**src/rtl/hazard_forward_ctrl.sv**
```systemverilog
// -----------------------------------------------------------------------------
// hazard_forward_ctrl
//
// Hazard controller for the 5-stage RISC-V pipeline. It sits beside the ID/EX
// register and does four jobs:
//   * Operand forwarding for NUM_SRC EX-stage sources. The three producers are
//     EX/MEM, MEM/WB and a one-cycle write-back hold stage. The first match in
//     that order wins, and register x0 is never forwarded.
//   * Load-use detection and a stall FSM that inserts LOAD_LAT bubbles.
//   * A global freeze while the data memory is busy. The FSM, the hold stage
//     and the forwarding selects keep their values during the freeze.
//   * A saturating count of cycles in which the PC was not updated.
//
// Ports
//   clk            : core clock, rising edge
//   arst           : asynchronous reset, active-high
//   ex_rs          : ID/EX source indices; operand i = [i*REG_ADDR_W +: REG_ADDR_W]
//   id_rs          : IF/ID source indices, same packing
//   id_ex_rd       : ID/EX destination
//   id_ex_mem_read : ID/EX instruction is a load
//   ex_mem_rd      : EX/MEM destination
//   ex_mem_regwr   : EX/MEM writes the register file
//   mem_wb_rd      : MEM/WB destination
//   mem_wb_regwr   : MEM/WB writes the register file
//   mem_busy       : data memory not ready; freeze the pipeline
//   fwd_sel        : per-operand mux select, operand i = [2*i +: 2]
//                    (10 EX/MEM, 01 MEM/WB, 11 hold stage, 00 register file)
//   pc_write_en    : PC update enable
//   if_id_write_en : IF/ID update enable
//   id_ex_flush    : insert a bubble into ID/EX
//   pipe_freeze    : hold all pipeline registers
//   stall_cycles   : saturating count of cycles with pc_write_en = 0
// -----------------------------------------------------------------------------
module hazard_forward_ctrl #(
  parameter int REG_ADDR_W = 5,
  parameter int NUM_SRC    = 2,
  parameter int LOAD_LAT   = 1,
  parameter int CNT_W      = 16
) (
  input  logic                          clk,
  input  logic                          arst,
  input  logic [NUM_SRC*REG_ADDR_W-1:0] ex_rs,
  input  logic [NUM_SRC*REG_ADDR_W-1:0] id_rs,
  input  logic [REG_ADDR_W-1:0]         id_ex_rd,
  input  logic                          id_ex_mem_read,
  input  logic [REG_ADDR_W-1:0]         ex_mem_rd,
  input  logic                          ex_mem_regwr,
  input  logic [REG_ADDR_W-1:0]         mem_wb_rd,
  input  logic                          mem_wb_regwr,
  input  logic                          mem_busy,
  output logic [2*NUM_SRC-1:0]          fwd_sel,
  output logic                          pc_write_en,
  output logic                          if_id_write_en,
  output logic                          id_ex_flush,
  output logic                          pipe_freeze,
  output logic [CNT_W-1:0]              stall_cycles
);

  localparam logic [1:0] FWD_RF     = 2'b00;
  localparam logic [1:0] FWD_MEM_WB = 2'b01;
  localparam logic [1:0] FWD_EX_MEM = 2'b10;
  localparam logic [1:0] FWD_HOLD   = 2'b11;

  // The first bubble is issued from IDLE. STALL only covers the remaining
  // LOAD_LAT-1 bubbles, so a single-bubble load never leaves IDLE.
  localparam bit         MULTI_BUBBLE = (LOAD_LAT > 1);
  localparam logic [2:0] CNT_INIT     = 3'(LOAD_LAT - 1);
  localparam logic [CNT_W-1:0] CNT_MAX = '1;

  typedef enum logic [0:0] {
    ST_IDLE  = 1'b0,
    ST_STALL = 1'b1
  } state_t;

  state_t                  state_reg, state_next;
  logic [2:0]              cnt_reg, cnt_next;
  logic                    hold_valid_reg;
  logic [REG_ADDR_W-1:0]   hold_rd_reg;
  logic [2*NUM_SRC-1:0]    fwd_sel_reg;
  logic [CNT_W-1:0]        stall_cnt_reg;

  logic [2*NUM_SRC-1:0]    fwd_live;
  logic [NUM_SRC-1:0]      hz_vec;
  logic                    hz;
  logic                    stall_now;

  // ---------------------------------------------------------------------------
  // Forwarding selects, one priority chain per EX source operand
  // ---------------------------------------------------------------------------
  genvar gi;
  generate
    for (gi = 0; gi < NUM_SRC; gi++) begin : g_fwd
      logic [REG_ADDR_W-1:0] rs;
      logic                  hit_ex_mem;
      logic                  hit_mem_wb;
      logic                  hit_hold;

      assign rs         = ex_rs[gi*REG_ADDR_W +: REG_ADDR_W];
      assign hit_ex_mem = ex_mem_regwr   && (ex_mem_rd   != '0) && (ex_mem_rd   == rs);
      assign hit_mem_wb = mem_wb_regwr   && (mem_wb_rd   != '0) && (mem_wb_rd   == rs);
      assign hit_hold   = hold_valid_reg && (hold_rd_reg != '0) && (hold_rd_reg == rs);

      assign fwd_live[2*gi +: 2] = hit_ex_mem ? FWD_EX_MEM :
                                   hit_mem_wb ? FWD_MEM_WB :
                                   hit_hold   ? FWD_HOLD   :
                                                FWD_RF;
    end
  endgenerate

  // ---------------------------------------------------------------------------
  // Load-use hazard: a load in ID/EX targets a source of the IF/ID instruction
  // ---------------------------------------------------------------------------
  generate
    for (gi = 0; gi < NUM_SRC; gi++) begin : g_hz
      assign hz_vec[gi] = id_ex_mem_read && (id_ex_rd != '0) &&
                          (id_ex_rd == id_rs[gi*REG_ADDR_W +: REG_ADDR_W]);
    end
  endgenerate

  assign hz = |hz_vec;

  // In STALL the remaining bubbles are issued whatever hz is doing.
  assign stall_now = (state_reg == ST_STALL) || hz;

  // ---------------------------------------------------------------------------
  // Stall FSM: state register
  // ---------------------------------------------------------------------------
  always_ff @(posedge clk or posedge arst) begin
    if (arst) begin
      state_reg <= ST_IDLE;
      cnt_reg   <= 3'd0;
    end else begin
      state_reg <= state_next;
      cnt_reg   <= cnt_next;
    end
  end

  // ---------------------------------------------------------------------------
  // Stall FSM: next-state logic. A freeze holds both the state and cnt.
  // ---------------------------------------------------------------------------
  always_comb begin
    state_next = state_reg;
    cnt_next   = cnt_reg;
    if (!mem_busy) begin
      case (state_reg)
        ST_IDLE: begin
          if (hz && MULTI_BUBBLE) begin
            state_next = ST_STALL;
            cnt_next   = CNT_INIT;
          end
        end
        ST_STALL: begin
          cnt_next = cnt_reg - 3'd1;
          if (cnt_reg == 3'd1) begin
            state_next = ST_IDLE;
          end
        end
        default: begin
          state_next = ST_IDLE;
          cnt_next   = 3'd0;
        end
      endcase
    end
  end

  // ---------------------------------------------------------------------------
  // Stall FSM: outputs. Reset has priority so that all outputs go inactive as
  // soon as arst rises, without waiting for a clock edge. A freeze outranks a
  // stall: no bubble is inserted while the whole pipe is held.
  // ---------------------------------------------------------------------------
  always_comb begin
    fwd_sel        = fwd_live;
    pc_write_en    = 1'b1;
    if_id_write_en = 1'b1;
    id_ex_flush    = 1'b0;
    pipe_freeze    = 1'b0;
    if (arst) begin
      fwd_sel = '0;
    end else if (mem_busy) begin
      pipe_freeze    = 1'b1;
      pc_write_en    = 1'b0;
      if_id_write_en = 1'b0;
      fwd_sel        = fwd_sel_reg;
    end else if (stall_now) begin
      pc_write_en    = 1'b0;
      if_id_write_en = 1'b0;
      id_ex_flush    = 1'b1;
    end
  end

  // ---------------------------------------------------------------------------
  // Write-back hold stage and frozen forwarding select. Both advance only on
  // non-frozen cycles. fwd_sel_reg therefore holds the select from the last
  // cycle the EX stage actually consumed.
  // ---------------------------------------------------------------------------
  always_ff @(posedge clk or posedge arst) begin
    if (arst) begin
      hold_valid_reg <= 1'b0;
      hold_rd_reg    <= '0;
      fwd_sel_reg    <= '0;
    end else if (!mem_busy) begin
      hold_valid_reg <= mem_wb_regwr;
      hold_rd_reg    <= mem_wb_rd;
      fwd_sel_reg    <= fwd_live;
    end
  end

  // ---------------------------------------------------------------------------
  // Stall statistics. Both bubbles and freeze cycles count. The counter sticks
  // at all-ones.
  // ---------------------------------------------------------------------------
  always_ff @(posedge clk or posedge arst) begin
    if (arst) begin
      stall_cnt_reg <= '0;
    end else if (!pc_write_en && (stall_cnt_reg != CNT_MAX)) begin
      stall_cnt_reg <= stall_cnt_reg + CNT_W'(1);
    end
  end

  assign stall_cycles = stall_cnt_reg;

endmodule

```
**config.mk**
```make
export PLATFORM = sky130hd
export DESIGN_NAME = hazard_forward_ctrl
export DESIGN_NICKNAME = d
export VERILOG_FILES = /design/src/rtl/hazard_forward_ctrl.sv
export SDC_FILE = /design/constraint.sdc
export NUM_CORES = 1
export LEC_CHECK = 0
export BUFFER_PORTS_ARGS = -buffer_cell sky130_fd_sc_hd__buf_2
export CAP_MARGIN = 20
export CORE_ASPECT_RATIO = 1.1
export CORE_MARGIN = 5
export CORE_UTILIZATION = 35
export CTS_CLUSTER_SIZE = 16
export DETAILED_ROUTE_END_ITERATION = 12
export PLACE_DENSITY = 0.62
export SYNTH_ARGS = -nofsm -noshare
export SYNTH_HDL_FRONTEND = slang
export SYNTH_SLANG_ARGS = --single-unit
```
**constraint.sdc**
```tcl
create_clock -name clk -period 1.8 [get_ports clk]
set_input_delay 0.18 -clock clk [delete_from_list [all_inputs] [get_ports clk]]
set_output_delay 0.18 -clock clk [all_outputs]
set_load 0.02 [all_outputs]
```
==> flow_summary.json, run 1 <==
{
  "yosysWarnings": 0,
  "die_w_um": 80.8,
  "rsz0062_at_grt": "yes",
  "start_kind": "flop",
  "max_freq_mhz": 470,
  "synth_flop_cell": "dfrtp_1",
  "routabilityCongestion": 0.882,
  "antennaDiodeCount": 0,
  "drt_iter0_markers": 25,
  "tightestPinTransition_ns": 0.526,
  "synth_area_um2": 1930,
  "wirelength_um": 5020,
  "largest_reg_flops": 16,
  "p_int_mw": 1.44,
  "synthTopCellsByArea": "dfrtp_1 39%, xnor2_1 14%, xor2_1 11%",
  "cts_tree": "done",
  "final_common_cell": "buf_2",
  "syn_area_per_cell_um2": 10.0,
  "avgRoutedWirePerCell_um": 13.1,
  "path_class": "reg2out",
  "p_sw_mw": 0.677,
  "dp.cells": 368,
  "pwr-share-clk_pct": 25.8,
  "powerDensity_nw_per_um2": 727,
  "cp.buffers_inverters": 1,
  "cap_violations": 0,
  "synth_seq_cells": 30,
  "place.port_buffers": 64,
  "antenna_found_initial": 0,
  "clock_latency_ns": 0.27,
  "synth_nets": 236,
  "vias": 1776,
  "grt_use_total_pct": 14.8,
  "overflow": 0,
  "first_pass_iters": 4,
  "netlist_instances": 192,
  "hold_class": "in2reg",
  "synth-seq-area-share_pct": 38.9,
  "cts_inserted_buffers": 5,
  "worst_slack_ns": -0.327,
  "core_um2": 5360,
  "grt_pass1_wl_um": 8200,
  "synth_cell_types": 35,
  "io_pins": 65,
  "swShare_pct": 31.9,
  "yosys.area.top_type": "dfrtp_1",
  "holdBufCountCts": 0,
  "h-tree-depth": 2,
  "die_area_um2": 7090,
  "fin_hold_ws_ns": 0.160,
  "worstPathMaxFanout": 2,
  "grt_max_degree": 31,
  "relSlewSlack_pct": 64.6,
  "slowest_stage": "or4_4",
  "utilization_pct": 54.4,
  "cp_cell_sequence": "or4_4, o21ai_4, nor4_4, nand2b_1, a21oi_2, and2_1, buf_6",
  "clkSinkCount": 30,
  "comb_power_share_pct": 35.9,
  "slew_viol_final": 0,
  "nets": 351,
  "fin_cells": 383,
  "setup_viol": 4,
  "grt_pass1_vias": 1860,
  "power.total_mw": 2.12,
  "clk_pin_slew_ns": 0.06,
  "p_seq_share_pct": 38.3,
  "syn2layout_area_growth_pct": 51.3,
  "worstPathRequired_ns": 1.62,
  "timing.final.crit_share_pct": 118,
  "ant_nets": 0,
  "violations": "setup timing",
  "period_minus_slack_ns": 2.13,
  "drive_above_1_share_pct": 48.4,
  "fin_setup_tns_ns": -1.23,
  "synth_edf_count": 0,
  "cp_top_family": "simple AND/OR/NAND/NOR gates",
  "synthArstFlopShare_pct": 100,
  "dp_hpwl_um": 3780,
  "p_leak_nw": 1.38,
  "drc_errors": 0,
  "cpPeakStageDelay_ns": 0.55,
  "ctsLongestPathBuffers": 2,
  "dieHeight_um": 87.8,
  "initial_core_util_pct": 36.0,
  "netlist.area_leader.share_pct": 38.9,
  "layout_common_cells": "61 x buf_2, 47 x buf_4, 30 x xnor2_1",
  "status": "finished with violations",
  "peakVddDrop_uv": 708,
  "critPathCaptureType": "output port",
  "rows": 28,
  "hold_viol_final": 0,
  "viasPerCell": 4.64,
  "rrSetupSlack_ns": 0.06,
  "worstPathArrival_ns": 1.95,
  "skew_ns": 0.00499,
  "cts-root-buf": "clkbuf_8"
}
-- worst paths after layout --
kind	endpoint	start	cells past startpoint
worst max register to register	fwd_sel_reg[1]$_DFF_PP0_	hold_rd_reg[2]$_DFFE_PP0N_	7
worst min-delay path	hold_valid_reg$_DFFE_PP0N_	mem_wb_regwr	2
worst max-delay path	fwd_sel[3]	hold_rd_reg[2]$_DFFE_PP0N_	7
worst min register to register	fwd_sel_reg[0]$_DFF_PP0_	fwd_sel_reg[0]$_DFF_PP0_	2
max in group asynchronous	stall_cycles[0]$_DFFE_PP0P_	arst	3
min in group asynchronous	stall_cycles[4]$_DFFE_PP0P_	arst	3
-- metrics by stage --
| stage | instance area [µm²] | setup WS, ns |
|---|---|---|
| final | 2920 | -0.327 |
| after global routing | 2920 | -0.414 |
| after CTS | 2880 | -0.319 |
| after detailed placement | 2630 | -0.401 |
| after global placement | 2630 | -0.358 |
| after floorplan | 1930 | 0.0131 |
-- power by group through the flow --
| stage | Clock (mW) | Sequential, mW | Combinational (mW) |
|---|---|---|---|
| 2_1_floorplan | 0 | 0.919 | 0.258 |
| 3_3_place_gp | 0 | 0.807 | 0.691 |
| 3_5_place_dp | 0 | 0.809 | 0.695 |
| 4_1_cts | 0.566 | 0.811 | 0.761 |
| 5_1_grt | 0.592 | 0.822 | 0.829 |
| 6_report | 0.547 | 0.813 | 0.761 |
-- worst register-to-register path: cells and delay by family, from the launching register on --
| kind | cells | cell delay, ns |
|---|---|---|
| compound gates | 2 | 0.28 |
| buf+inv | 2 | 0.26 |
| flops | 1 | 0.38 |
| simple gates | 3 | 0.74 |
-- logic make-up (layout without fill, tap and decap cells) --
group / count (synthesis) / count (layout) / synth area share, %
buffers and inverters: 9 / 125 / 2.34
AOI/OAI and AO/OA: 20 / 20 / 7.59
and+or+nand+nor: 66 / 66 / 19.1
adders and majority gates: 3 / 3 / 1.95
muxes: 8 / 8 / 4.67
xor gates and xnor gates: 56 / 56 / 25.4
DFF: 30 / 30 / 38.9
-- metal layers --
| layer | share of wire, % | vias up | GRT usage [%] | wire, µm |
|---|---|---|---|---|
| met5 | 0 | - | 0 | 0 |
| met3 | 7.0 | 4 | 3.09 | 353 |
| met4 | 1.0 | 0 | 4.61 | 50 |
| li1 | - | 891 | - | - |
| met1 | 42 | 826 | 18.0 | 2090 |
| met2 | 50 | 55 | 26.1 | 2530 |
-- final cells by class --
| class | instances | area, µm² |
|---|---|---|
| Clock inverter | 1 | 5.00 |
| Fill cell | 487 | 2440 |
| Multi-Input combinational cell | 153 | 1250 |
| Inverter | 5 | 18.8 |
| Sequential cell | 30 | 752 |
| Timing Repair Buffer | 112 | 712 |
| Clock buffer | 7 | 86.3 |
| Tap cell | 75 | 93.8 |
-- cells in the mapped netlist, drive strengths merged (5+ instances only) --
cell type and number:
xnor2 31, nand3 10, o21ai 7, nand2 12
nand4 6, inv 5, xor2 25, nor2 8
and2 5, nand2b 5, mux2 8, dfrtp 30
-- timing repair --
| item | in CTS | in global routing |
|---|---|---|
| resized for setup | 21 | 10 |
| pin swaps | 12 | 6 |
| endpoints found under the setup margin | 18 | 15 |
| gates cloned | 1 | 0 |
| buffers inserted | 7 | 1 |
Power figures use the tool's default switching activity.
==> inputs of run 2 (changes only) <==
--- a/config.mk
+++ b/config.mk
@@ -5,6 +5,7 @@
 export SDC_FILE = /design/constraint.sdc
 export NUM_CORES = 1
 export LEC_CHECK = 0
+export ABC_AREA = 1
 export BUFFER_PORTS_ARGS = -buffer_cell sky130_fd_sc_hd__buf_2
 export CAP_MARGIN = 20
 export CORE_ASPECT_RATIO = 1.1
@@ -12,7 +13,7 @@
 export CORE_UTILIZATION = 35
 export CTS_CLUSTER_SIZE = 16
 export DETAILED_ROUTE_END_ITERATION = 12
-export PLACE_DENSITY = 0.62
+export PLACE_DENSITY = 0.61
 export SYNTH_ARGS = -nofsm -noshare
 export SYNTH_HDL_FRONTEND = slang
 export SYNTH_SLANG_ARGS = --single-unit
==> flow_summary.json, run 2 <==
{
  "largest_reg_flops": 16,
  "top_layer": "met4",
  "synth_flop_cell": "dfrtp_1",
  "clock_latency_ns": 0.29,
  "setup_viol": 3,
  "slew_viol_final": 0,
  "cap_violations": 0,
  "skew_ns": 0.0121,
  "synth_edf_count": 0,
  "path_class": "reg2out",
  "io_pins": 65,
  "dp_hpwl_um": 4490,
  "wl_met1_um": 2450,
  "tightestPinTransition_ns": 0.357,
  "initial_core_util_pct": 36.2,
  "crit_start": "hold_rd_reg[1]$_DFFE_PP0N_",
  "clk_pin_slew_ns": 0.07,
  "ctsLongestPathBuffers": 2,
  "avgRoutedWirePerCell_um": 11.9,
  "met2_length_um": 2770,
  "r2r_end": "stall_cycles[14]$_DFFE_PP0P_",
  "rows": 30,
  "p_int_mw": 1.49,
  "comb_power_share_pct": 32.5,
  "antennaDiodeCount": 0,
  "yosys.area.top_type": "dfrtp_1",
  "drc_errors": 0,
  "core_um2": 6230,
  "max_freq_mhz": 527,
  "timing.final.crit_share_pct": 105,
  "grt_max_degree": 29,
  "overflow": 0,
  "ys_top_cells_by_count": "106 x nand2_1, 34 x nor2_1, 34 x xor2_1",
  "die_w_um": 86.5,
  "synth_seq_cells": 30,
  "start_kind": "flop",
  "period_minus_slack_ns": 1.90,
  "cts-root-buf": "clkbuf_8",
  "ant_nets": 0,
  "routabilityCongestion": 0.848,
  "yosysWarnings": 0,
  "antenna_found_initial": 0,
  "synthArstFlopShare_pct": 100,
  "fin_setup_tns_ns": -0.142,
  "hold_class": "in2async",
  "pwr-share-clk_pct": 29.0,
  "dieHeight_um": 94.2,
  "die_area_um2": 8140,
  "peakVddDrop_uv": 458,
  "synth-seq-area-share_pct": 33.3,
  "yosys.cell_count.top_type": "nand2_1",
  "h-tree-depth": 2,
  "drive_above_1_share_pct": 26.3,
  "reg2reg_from": "stall_cycles[1]$_DFFE_PP0P_",
  "grt_use_total_pct": 14.5,
  "rrSetupSlack_ns": 0.15,
  "synth_area_um2": 2250,
  "dp_slack_ns": 0.183,
  "fin_cells": 475,
  "r2r_cells": 8,
  "netlist_instances": 316,
  "worst_slack_ns": -0.0958,
  "dr_wl_met3_um": 383,
  "wirelength_um": 5670,
  "layout_common_cells": "103 x nand2_1, 60 x buf_2, 34 x xor2_1",
  "dp.cells": 459,
  "p_leak_nw": 1.61,
  "syn2layout_area_growth_pct": 28.5,
  "worstPathArrival_ns": 1.72,
  "relSlewSlack_pct": 76.1,
  "final_common_cell": "nand2_1",
  "critPathCaptureType": "output port",
  "violations": "setup timing",
  "rsz0062_at_grt": "yes",
  "powerDensity_nw_per_um2": 797,
  "fin_hold_ws_ns": 0.0615,
  "cts_tree": "done",
  "synth_nets": 360,
  "first_pass_iters": 4,
  "grt_pass1_wl_um": 9650,
  "clkSinkCount": 30,
  "status": "finished with violations",
  "p_seq_share_pct": 38.5,
  "worstPathMaxFanout": 4,
  "endpoint": "fwd_sel[1]",
  "syn_area_per_cell_um2": 7.13,
  "place.port_buffers": 64,
  "vias": 2214,
  "drt_iter0_markers": 59,
  "nets": 438,
  "grt_pass1_vias": 2190,
  "cts_inserted_buffers": 5,
  "swShare_pct": 35.5,
  "p_sw_mw": 0.818,
  "worstPathRequired_ns": 1.62,
  "viasPerCell": 4.66,
  "synthTopCellsByArea": "dfrtp_1 33%, nand2_1 18%, xor2_1 13%",
  "hold_viol_final": 0,
  "netlist.area_leader.share_pct": 33.3,
  "synth_cell_types": 25
}
==> run 2: cell types whose count changed after synthesis, sizes merged, moves of 5 or more <==
cell,change
and2,-5
inv,+25
mux2,-8
nand2,+94
nand3,+5
nand4,+14
nor2,+26
xnor2,-16
xor2,+9
==> run 2: power groups by stage <==
stage | Sequential (mW) | Combinational (mW) | Clock [mW]
after detailed placement | 0.900 | 0.734 | 0
after floorplan | 0.939 | 0.439 | 0
final | 0.888 | 0.751 | 0.670
after global placement | 0.895 | 0.725 | 0
after CTS | 0.889 | 0.752 | 0.689
after global routing | 0.906 | 0.841 | 0.723
==> run 2: final cells by class <==
type	count	area (µm²)
timing repair buffer	78	442
fill	632	3340
tap	80	100
sequential	30	752
clock buffer	5	68.8
clock inverter	3	40.0
inverter	30	113
multi-input combinational	249	1380
==> run 2: what timing repair did <==
| action | 4_1_cts | 5_1_grt |
|---|---|---|
| hold buffers | 1 | 0 |
| buffers inserted | 3 | 4 |
| pin swaps | 2 | 8 |
| gates resized for setup | 8 | 7 |
| hold endpoints to repair | 4 | 0 |
| setup endpoints to repair | 4 | 8 |
==> run 2: worst min-delay path by stage <==
| stage | from | to | slack (ns) | cells after the start |
|---|---|---|---|---|
| floorplan | mem_wb_rd[0] | hold_rd_reg[0]$_DFFE_PP0N_ | 0.29 | 2 |
| global placement | arst | fwd_sel_reg[1]$_DFF_PP0_ | 0.14 | 2 |
| detailed placement | arst | fwd_sel_reg[0]$_DFF_PP0_ | 0.15 | 2 |
| CTS | arst | stall_cycles[1]$_DFFE_PP0P_ | 0.04 | 3 |
| global route | arst | stall_cycles[1]$_DFFE_PP0P_ | 0.07 | 3 |
| finish | arst | stall_cycles[1]$_DFFE_PP0P_ | 0.06 | 3 |
==> run 2: critical path: stages, from the launching register on <==
cell and delay (ns):
dfrtp_1 0.42, xnor2_1 0.20, nand2_1 0.08, nor2_1 0.13
nand4_1 0.11, nand2b_4 0.16, nand2_2 0.05, nand2_2 0.06
nor2_2 0.11, buf_6 0.12
==> run 2: per-stage QoR <==
stage / area [µm²] / total power [mW] / utilization, %
2_1_floorplan: 2250 / 1.38 / -
3_5_place_dp: 2680 / 1.63 / 43.0
4_1_cts: 2840 / 2.33 / 45.6
3_3_place_gp: 2680 / 1.62 / 43.0
5_1_grt: 2900 / 2.47 / 46.5
6_report: 2900 / 2.31 / 46.5
==> run 2: logic make-up after synthesis <==
group / after synthesis / share of synthesized area [%]
buffers and inverters: 37 / 6.77
AND/OR/NAND/NOR: 186 / 36.7
adder cells (fa/ha/maj): 3 / 1.67
XOR/XNOR: 49 / 19.0
flip-flops: 30 / 33.3
AO/OA/AOI/OAI: 11 / 2.50
==> run 2: metal layers <==
metal  vias up  track usage (%)
met1      1003             17.7
met4         0             3.90
li1       1150                -
met5         -                0
met2        55             25.8
met3         6             2.89
